$ cat config.mk
export PLATFORM = sky130hd
export DESIGN_NAME = urv_dm_bridge
export DESIGN_NICKNAME = d
export VERILOG_FILES = /design/src/rtl/urv_dm_bridge.sv
export SDC_FILE = /design/constraint.sdc
export NUM_CORES = 1
export LEC_CHECK = 0
export ABC_AREA = 1
export BUFFER_PORTS_ARGS = -buffer_cell sky130_fd_sc_hd__buf_2
export CAP_MARGIN = 20
export CELL_PAD_IN_SITES_DETAIL_PLACEMENT = 0
export CELL_PAD_IN_SITES_GLOBAL_PLACEMENT = 1
export CORE_UTILIZATION = 40
export DETAILED_ROUTE_END_ITERATION = 8
export HOLD_SLACK_MARGIN = 0.05
export PLACE_DENSITY_LB_ADDON = 0.08
export SETUP_SLACK_MARGIN = 0.05
export SYNTH_ARGS = -nofsm -noshare
export SYNTH_HDL_FRONTEND = slang
export SYNTH_SLANG_ARGS = --single-unit
$ cat constraint.sdc
create_clock -name clk_i -period 3.53 [get_ports clk_i]
set_clock_uncertainty 0.2 [all_clocks]
set_input_delay 0.1765 -clock clk_i [delete_from_list [all_inputs] [get_ports clk_i]]
set_output_delay 0.1765 -clock clk_i [all_outputs]
set_load 0.02 [all_outputs]
$ cat src/rtl/urv_dm_bridge.sv
// urv_dm_bridge
// Data-memory responder for the uRV core. Turns single-cycle load/store
// requests from the execute stage into pipelined Wishbone accesses.
// Loads return registered data with a done pulse. Stores can be posted
// (done when launched) or completed (done on ack). A one-entry pending
// slot holds a request that arrives while the bus is busy.
//
// Ports
//   clk_i, rst_i        clock, synchronous active-high reset
//   dm_addr_i           byte address (bits [1:0] dropped on the bus)
//   dm_data_s_i         store data, lane-replicated
//   dm_data_select_i    byte enables
//   dm_load_i/_store_i  single-cycle request strobes (load wins if both)
//   dm_data_l_o         load data, valid with dm_load_done_o
//   dm_load_done_o      load complete pulse
//   dm_store_done_o     store posted/complete pulse
//   dm_error_o          bus error / timeout pulse
//   wb_*                pipelined Wishbone master
//
// State | meaning
// IDLE  | no bus cycle
// REQ   | cyc=1 stb=1, waiting for !wb_stall_i
// WAIT  | cyc=1 stb=0, waiting for ack/err
module urv_dm_bridge #(
  parameter int unsigned g_timeout       = 255,
  parameter bit          g_posted_stores = 1'b1
) (
  input  logic        clk_i,
  input  logic        rst_i,
  input  logic [31:0] dm_addr_i,
  input  logic [31:0] dm_data_s_i,
  input  logic [3:0]  dm_data_select_i,
  input  logic        dm_load_i,
  input  logic        dm_store_i,
  output logic [31:0] dm_data_l_o,
  output logic        dm_load_done_o,
  output logic        dm_store_done_o,
  output logic        dm_error_o,
  output logic [31:0] wb_adr_o,
  output logic [31:0] wb_dat_o,
  output logic [3:0]  wb_sel_o,
  output logic        wb_we_o,
  output logic        wb_cyc_o,
  output logic        wb_stb_o,
  input  logic [31:0] wb_dat_i,
  input  logic        wb_ack_i,
  input  logic        wb_err_i,
  input  logic        wb_stall_i
);

  localparam int TW = (g_timeout > 255) ? $clog2(g_timeout + 1) : 8;
  localparam bit TMO_EN = (g_timeout != 0);
  // Counter value in the last cycle before the abort edge, so that cyc
  // drops exactly g_timeout cycles after stb rises.
  localparam logic [TW-1:0] TMO_LAST = TW'(g_timeout - 1);

  typedef enum logic [1:0] {S_IDLE, S_REQ, S_WAIT} state_t;

  state_t        state_q, state_d;
  logic          slot_v_q;
  logic [31:0]   slot_adr_q;
  logic [31:0]   slot_dat_q;
  logic [3:0]    slot_sel_q;
  logic          slot_we_q;
  logic          post_q;
  logic [TW-1:0] tmo_q;

  logic          req_in;
  logic          we_in;
  logic          bus_term;
  logic          tmo_hit;
  logic          term;
  logic          is_err;
  logic          launch;
  logic          launch_slot;
  logic          slot_wr;

  // The bus is word addressed; the byte offset is carried by the selects.
  logic          unused_adr_lsb;
  assign unused_adr_lsb = ^dm_addr_i[1:0];

  always_comb begin
    req_in   = dm_load_i | dm_store_i;
    we_in    = dm_store_i & ~dm_load_i;
    // Ack/err during a stalled strobe is not a termination.
    bus_term = ((state_q == S_WAIT) || (state_q == S_REQ && !wb_stall_i)) &&
               (wb_ack_i || wb_err_i);
    tmo_hit  = TMO_EN && (state_q != S_IDLE) && !bus_term && (tmo_q == TMO_LAST);
    term     = bus_term | tmo_hit;
    is_err   = tmo_hit | (bus_term & wb_err_i);
    launch_slot = term & slot_v_q;
    // A request arriving on the termination cycle with an empty slot is
    // launched directly rather than parked.
    launch   = ((state_q == S_IDLE) && req_in) || (term && (slot_v_q || req_in));
    // Park the incoming request unless it is being launched now; a full,
    // non-draining slot drops it (core contract forbids that case).
    slot_wr  = req_in && (state_q != S_IDLE) && (term ? slot_v_q : !slot_v_q);

    state_d = state_q;
    case (state_q)
      S_IDLE: if (req_in) state_d = S_REQ;
      S_REQ: begin
        if (term)             state_d = launch ? S_REQ : S_IDLE;
        else if (!wb_stall_i) state_d = S_WAIT;
      end
      S_WAIT: if (term) state_d = launch ? S_REQ : S_IDLE;
      default: state_d = S_IDLE;
    endcase
  end

  always_ff @(posedge clk_i) begin
    if (rst_i) begin
      state_q         <= S_IDLE;
      slot_v_q        <= 1'b0;
      slot_adr_q      <= '0;
      slot_dat_q      <= '0;
      slot_sel_q      <= '0;
      slot_we_q       <= 1'b0;
      post_q          <= 1'b0;
      tmo_q           <= '0;
      dm_data_l_o     <= '0;
      dm_load_done_o  <= 1'b0;
      dm_store_done_o <= 1'b0;
      dm_error_o      <= 1'b0;
      wb_adr_o        <= '0;
      wb_dat_o        <= '0;
      wb_sel_o        <= '0;
      wb_we_o         <= 1'b0;
      wb_cyc_o        <= 1'b0;
      wb_stb_o        <= 1'b0;
    end else begin
      state_q  <= state_d;
      wb_cyc_o <= (state_d != S_IDLE);
      wb_stb_o <= (state_d == S_REQ);

      dm_load_done_o  <= 1'b0;
      dm_error_o      <= 1'b0;
      dm_store_done_o <= post_q;
      post_q          <= 1'b0;

      if (launch) begin
        if (launch_slot) begin
          wb_adr_o <= slot_adr_q;
          wb_dat_o <= slot_dat_q;
          wb_sel_o <= slot_sel_q;
          wb_we_o  <= slot_we_q;
          post_q   <= g_posted_stores && slot_we_q;
        end else begin
          wb_adr_o <= {dm_addr_i[31:2], 2'b00};
          wb_dat_o <= dm_data_s_i;
          wb_sel_o <= dm_data_select_i;
          wb_we_o  <= we_in;
          post_q   <= g_posted_stores && we_in;
        end
        tmo_q <= '0;
      end else if (term) begin
        tmo_q <= '0;
      end else if (state_q != S_IDLE) begin
        tmo_q <= tmo_q + 1'b1;
      end

      if (slot_wr) begin
        slot_v_q   <= 1'b1;
        slot_adr_q <= {dm_addr_i[31:2], 2'b00};
        slot_dat_q <= dm_data_s_i;
        slot_sel_q <= dm_data_select_i;
        slot_we_q  <= we_in;
      end else if (launch_slot) begin
        slot_v_q <= 1'b0;
      end

      if (term) begin
        if (!wb_we_o) begin
          dm_load_done_o <= 1'b1;
          dm_error_o     <= is_err;
          dm_data_l_o    <= is_err ? 32'h0 : wb_dat_i;
        end else begin
          // Posted stores already reported done; only the error remains.
          dm_error_o <= is_err;
          if (!g_posted_stores) dm_store_done_o <= 1'b1;
        end
      end
    end
  end

endmodule
==> impl_metrics.csv <==
group,metric,value,unit
worst_setup_path,max_stage_delay,590,ps
synthesis,synth.avg_cell_area,7.70,um^2
floorplan,dieArea,0.0199,mm^2
worst_hold_path,min_path_type,"input port to flip-flop",
grt,grt_pass1_wl,33700,um
place,post-place-ws,853,ps
floorplan,die_w,141,um
worst_setup_path,cp_max_fo,68,
power_and_ir_drop,p_per_area,543,mW/mm^2
synthesis,ys_top_cells_by_count,"nor2_1, dfxtp_1, nand2_1, a21oi_1, nand3_1",
worst_setup_path,path_cells,"inv_1 -> ha_1 -> inv_1 -> nor2_1 -> nand3_2 -> nand2_2 -> ha_4 -> nor3_4 -> buf_4 -> o21ai_0 -> nor2_1",
grt,first_global_vias,7013,
layout,fillers,1856,
detailed_routing,drt-pass1-iter-count,4,
synthesis,postSynth.asyncResetShare,0,%
place,hpwl,11600,um
clock_tree,cts.htree.levels,4,
worst_setup_path,crit_path_top_delay_cell,"buf_4",
timing,tns,0,ps
place,dp_cells,1403,
synthesis,syn-cell-area,0.00774,mm^2
layout,fin_cells,1537,
synthesis,yosys.area.top_type,"dfxtp_1",
timing,hold_slack,79.2,ps
detailed_routing,drtAntennaViolNets,0,
timing,final-hold-violation-count,0,
clock_tree,cts_buffer_depth,2,
clock_tree,cts_setup_buffers,0,
flow_run,drv_cap,0,
worst_setup_path,criticalPathCategory,"flip-flop to flip-flop",
timing,relSlewSlack,32.1,%
place,portBuffers,208,
worst_setup_path,crit_buf_inv,3,
timing,worst_pin_slew,1020,ps
worst_setup_path,arrival,2820,ps
power_and_ir_drop,leakagePower,4.72,nW
clock_tree,cts.sinks,183,
detailed_routing,vias,7330,
timing,finalSetupViolations,0,
clock_tree,clk_latency,430,ps
grt,grtUsageTotal,20.9,%
timing,period_needed,2660,ps
grt,antenna_found_initial,0,
clock_tree,ctsResizeCount,0,
detailed_routing,via_per_inst,4.77,
detailed_routing,drc,0,
clock_tree,hold_buffers,103,
clock_tree,cts-buffers-inserted,17,
layout,final_cell_area,0.0105,mm^2
grt,grt_overflow,0,
synthesis,synth_edf_count,0,
place,placed_cell_area,0.00888,mm^2
worst_setup_path,worst_path_dominant_cell_family,"simple AND/OR/NAND/NOR gates",
synthesis,ys.flop_type,"dfxtp_1",
detailed_routing,wl_per_cell,13.3,um
synthesis,ys_seq_elements,183,
timing,timing.final.crit_share,75.3,%
power_and_ir_drop,p_total,5.69,mW
detailed_routing,drt-total-wl,20400,um
synthesis,synth_top_area_share,47.3,%
synthesis,yosysMostFrequentCell,"nor2_1",
layout,antennaDiodeCount,0,
place,gp_congestion,0.716,
detailed_routing,drtIter0Drc,425,
layout,fin_util,55.6,%
floorplan,initial_core_util,41.1,%
floorplan,die_h,141,um
clock_tree,cts_root_buffer,"clkbuf_16",
clock_tree,cts_tree,"done",
timing,rsz0062_at_grt,"no",
floorplan,num_rows,50,
layout,layout.nets,1375,
timing,slew_viol_final,0,
worst_setup_path,endpoint_kind,"flip-flop",
power_and_ir_drop,ir_drop,0.337,mV
floorplan,coreArea,0.0188,mm^2
clock_tree,clk_pin_slew_worst_paths,70,ps
synthesis,synth_warnings,0,
outcome,status,"finished, final reports clean",
timing,setup_slack,871,ps
synthesis,synthesis.instances,1006,
layout,area_growth,35.2,%
worst_setup_path,cp-start-kind,"flip-flop",
synthesis,ys_types,27,
synthesis,seq_area_frac_synth,47.3,%
synthesis,yosys-top-cells-area,"dfxtp_1, nor2_1, mux2i_1",
floorplan,ios,213,
worst_setup_path,worstPathRequired,3690,ps
grt,grt_max_degree,119,
layout,drive_above_1_share,20.4,%
timing,max_freq,376,MHz
## layout make-up
| cell class | instances | area (um^2) | area share (%) |
|---|---|---|---|
| tap | 260 | 325 | 3.11 |
| clock buffer | 20 | 457 | 4.36 |
| clock inverter | 11 | 101 | 0.968 |
| timing repair buffer | 321 | 2210 | 21.1 |
| inverter | 31 | 118 | 1.12 |
| multi-input combinational | 711 | 3590 | 34.3 |
| sequential | 183 | 3660 | 35.0 |
## registers in the layout, indices dropped and copies added, names as in the netlist
name and flops:
dm_data_l_o 32, slot_dat_q 32, wb_dat_o 32, slot_adr_q 30, wb_adr_o 30, tmo_q 8, slot_sel_q 4, wb_sel_o 4
state_q 2, dm_error_o 1, dm_load_done_o 1, dm_store_done_o 1, post_q 1, slot_v_q 1, slot_we_q 1, wb_cyc_o 1
wb_stb_o 1, wb_we_o 1
## cell usage in the layout (no fill, tap or decap), types with 3 or more instances in the layout
cell type,Yosys,routed
a21oi_1,102,102
buf_12,0,5
buf_2,30,208
buf_4,3,5
clkbuf_16,0,17
clkinv_2,0,4
clkinvlp_4,0,4
dfxtp_1,183,183
dlygate4sd3_1,0,103
inv_1,29,28
mux2i_1,66,66
nand2_1,131,130
nand3_1,73,73
nand4_1,33,33
nor2_1,218,218
nor3_1,3,3
o21ai_0,66,66
xor2_1,3,3
## path summary, 6_finish.rpt
kind                            startpoint               to  slack (ps)  depth (start not counted)
worst max register to register    tmo_q[0]   slot_adr_q[21]         870                         11
worst max-delay path              tmo_q[0]   slot_adr_q[21]         870                         11
worst min-delay path              wb_ack_i       dm_error_o          80                          6
worst min register to register      post_q  dm_store_done_o         210                          2
## worst min-delay path, cell delays in order
cell and delay [ps]:
buf_2 80, nor2_1 40, inv_1 50, nand3_2 150
nand2_1 110, a21oi_1 60
## metal layers
metal | track usage, % | routed length, um | up-vias | part of all wire (%)
met5 | 0 | 0 | - | 0
met4 | 6.75 | 278 | 0 | 1.4
met3 | 4.14 | 764 | 18 | 3.7
met2 | 36.3 | 9690 | 140 | 47
met1 | 25.8 | 9700 | 3333 | 47
li1 | - | - | 3839 | -
## where the power goes
| group | total [mW] | switching (mW) | internal, mW |
|---|---|---|---|
| clock network | 1.81 | 0.800 | 1.01 |
| registers | 2.49 | 0.135 | 2.35 |
| logic | 1.39 | 0.872 | 0.519 |
## cell families after synthesis
group	share of synthesized area, %
flops	47.3
xor+xnor	0.452
simple gates	25.5
buf+inv	6.70
mux	8.53
other cells	0.0484
compound gates	11.0
fa+ha+maj	0.485
Note: power is estimated with default switching activity, not from simulation.
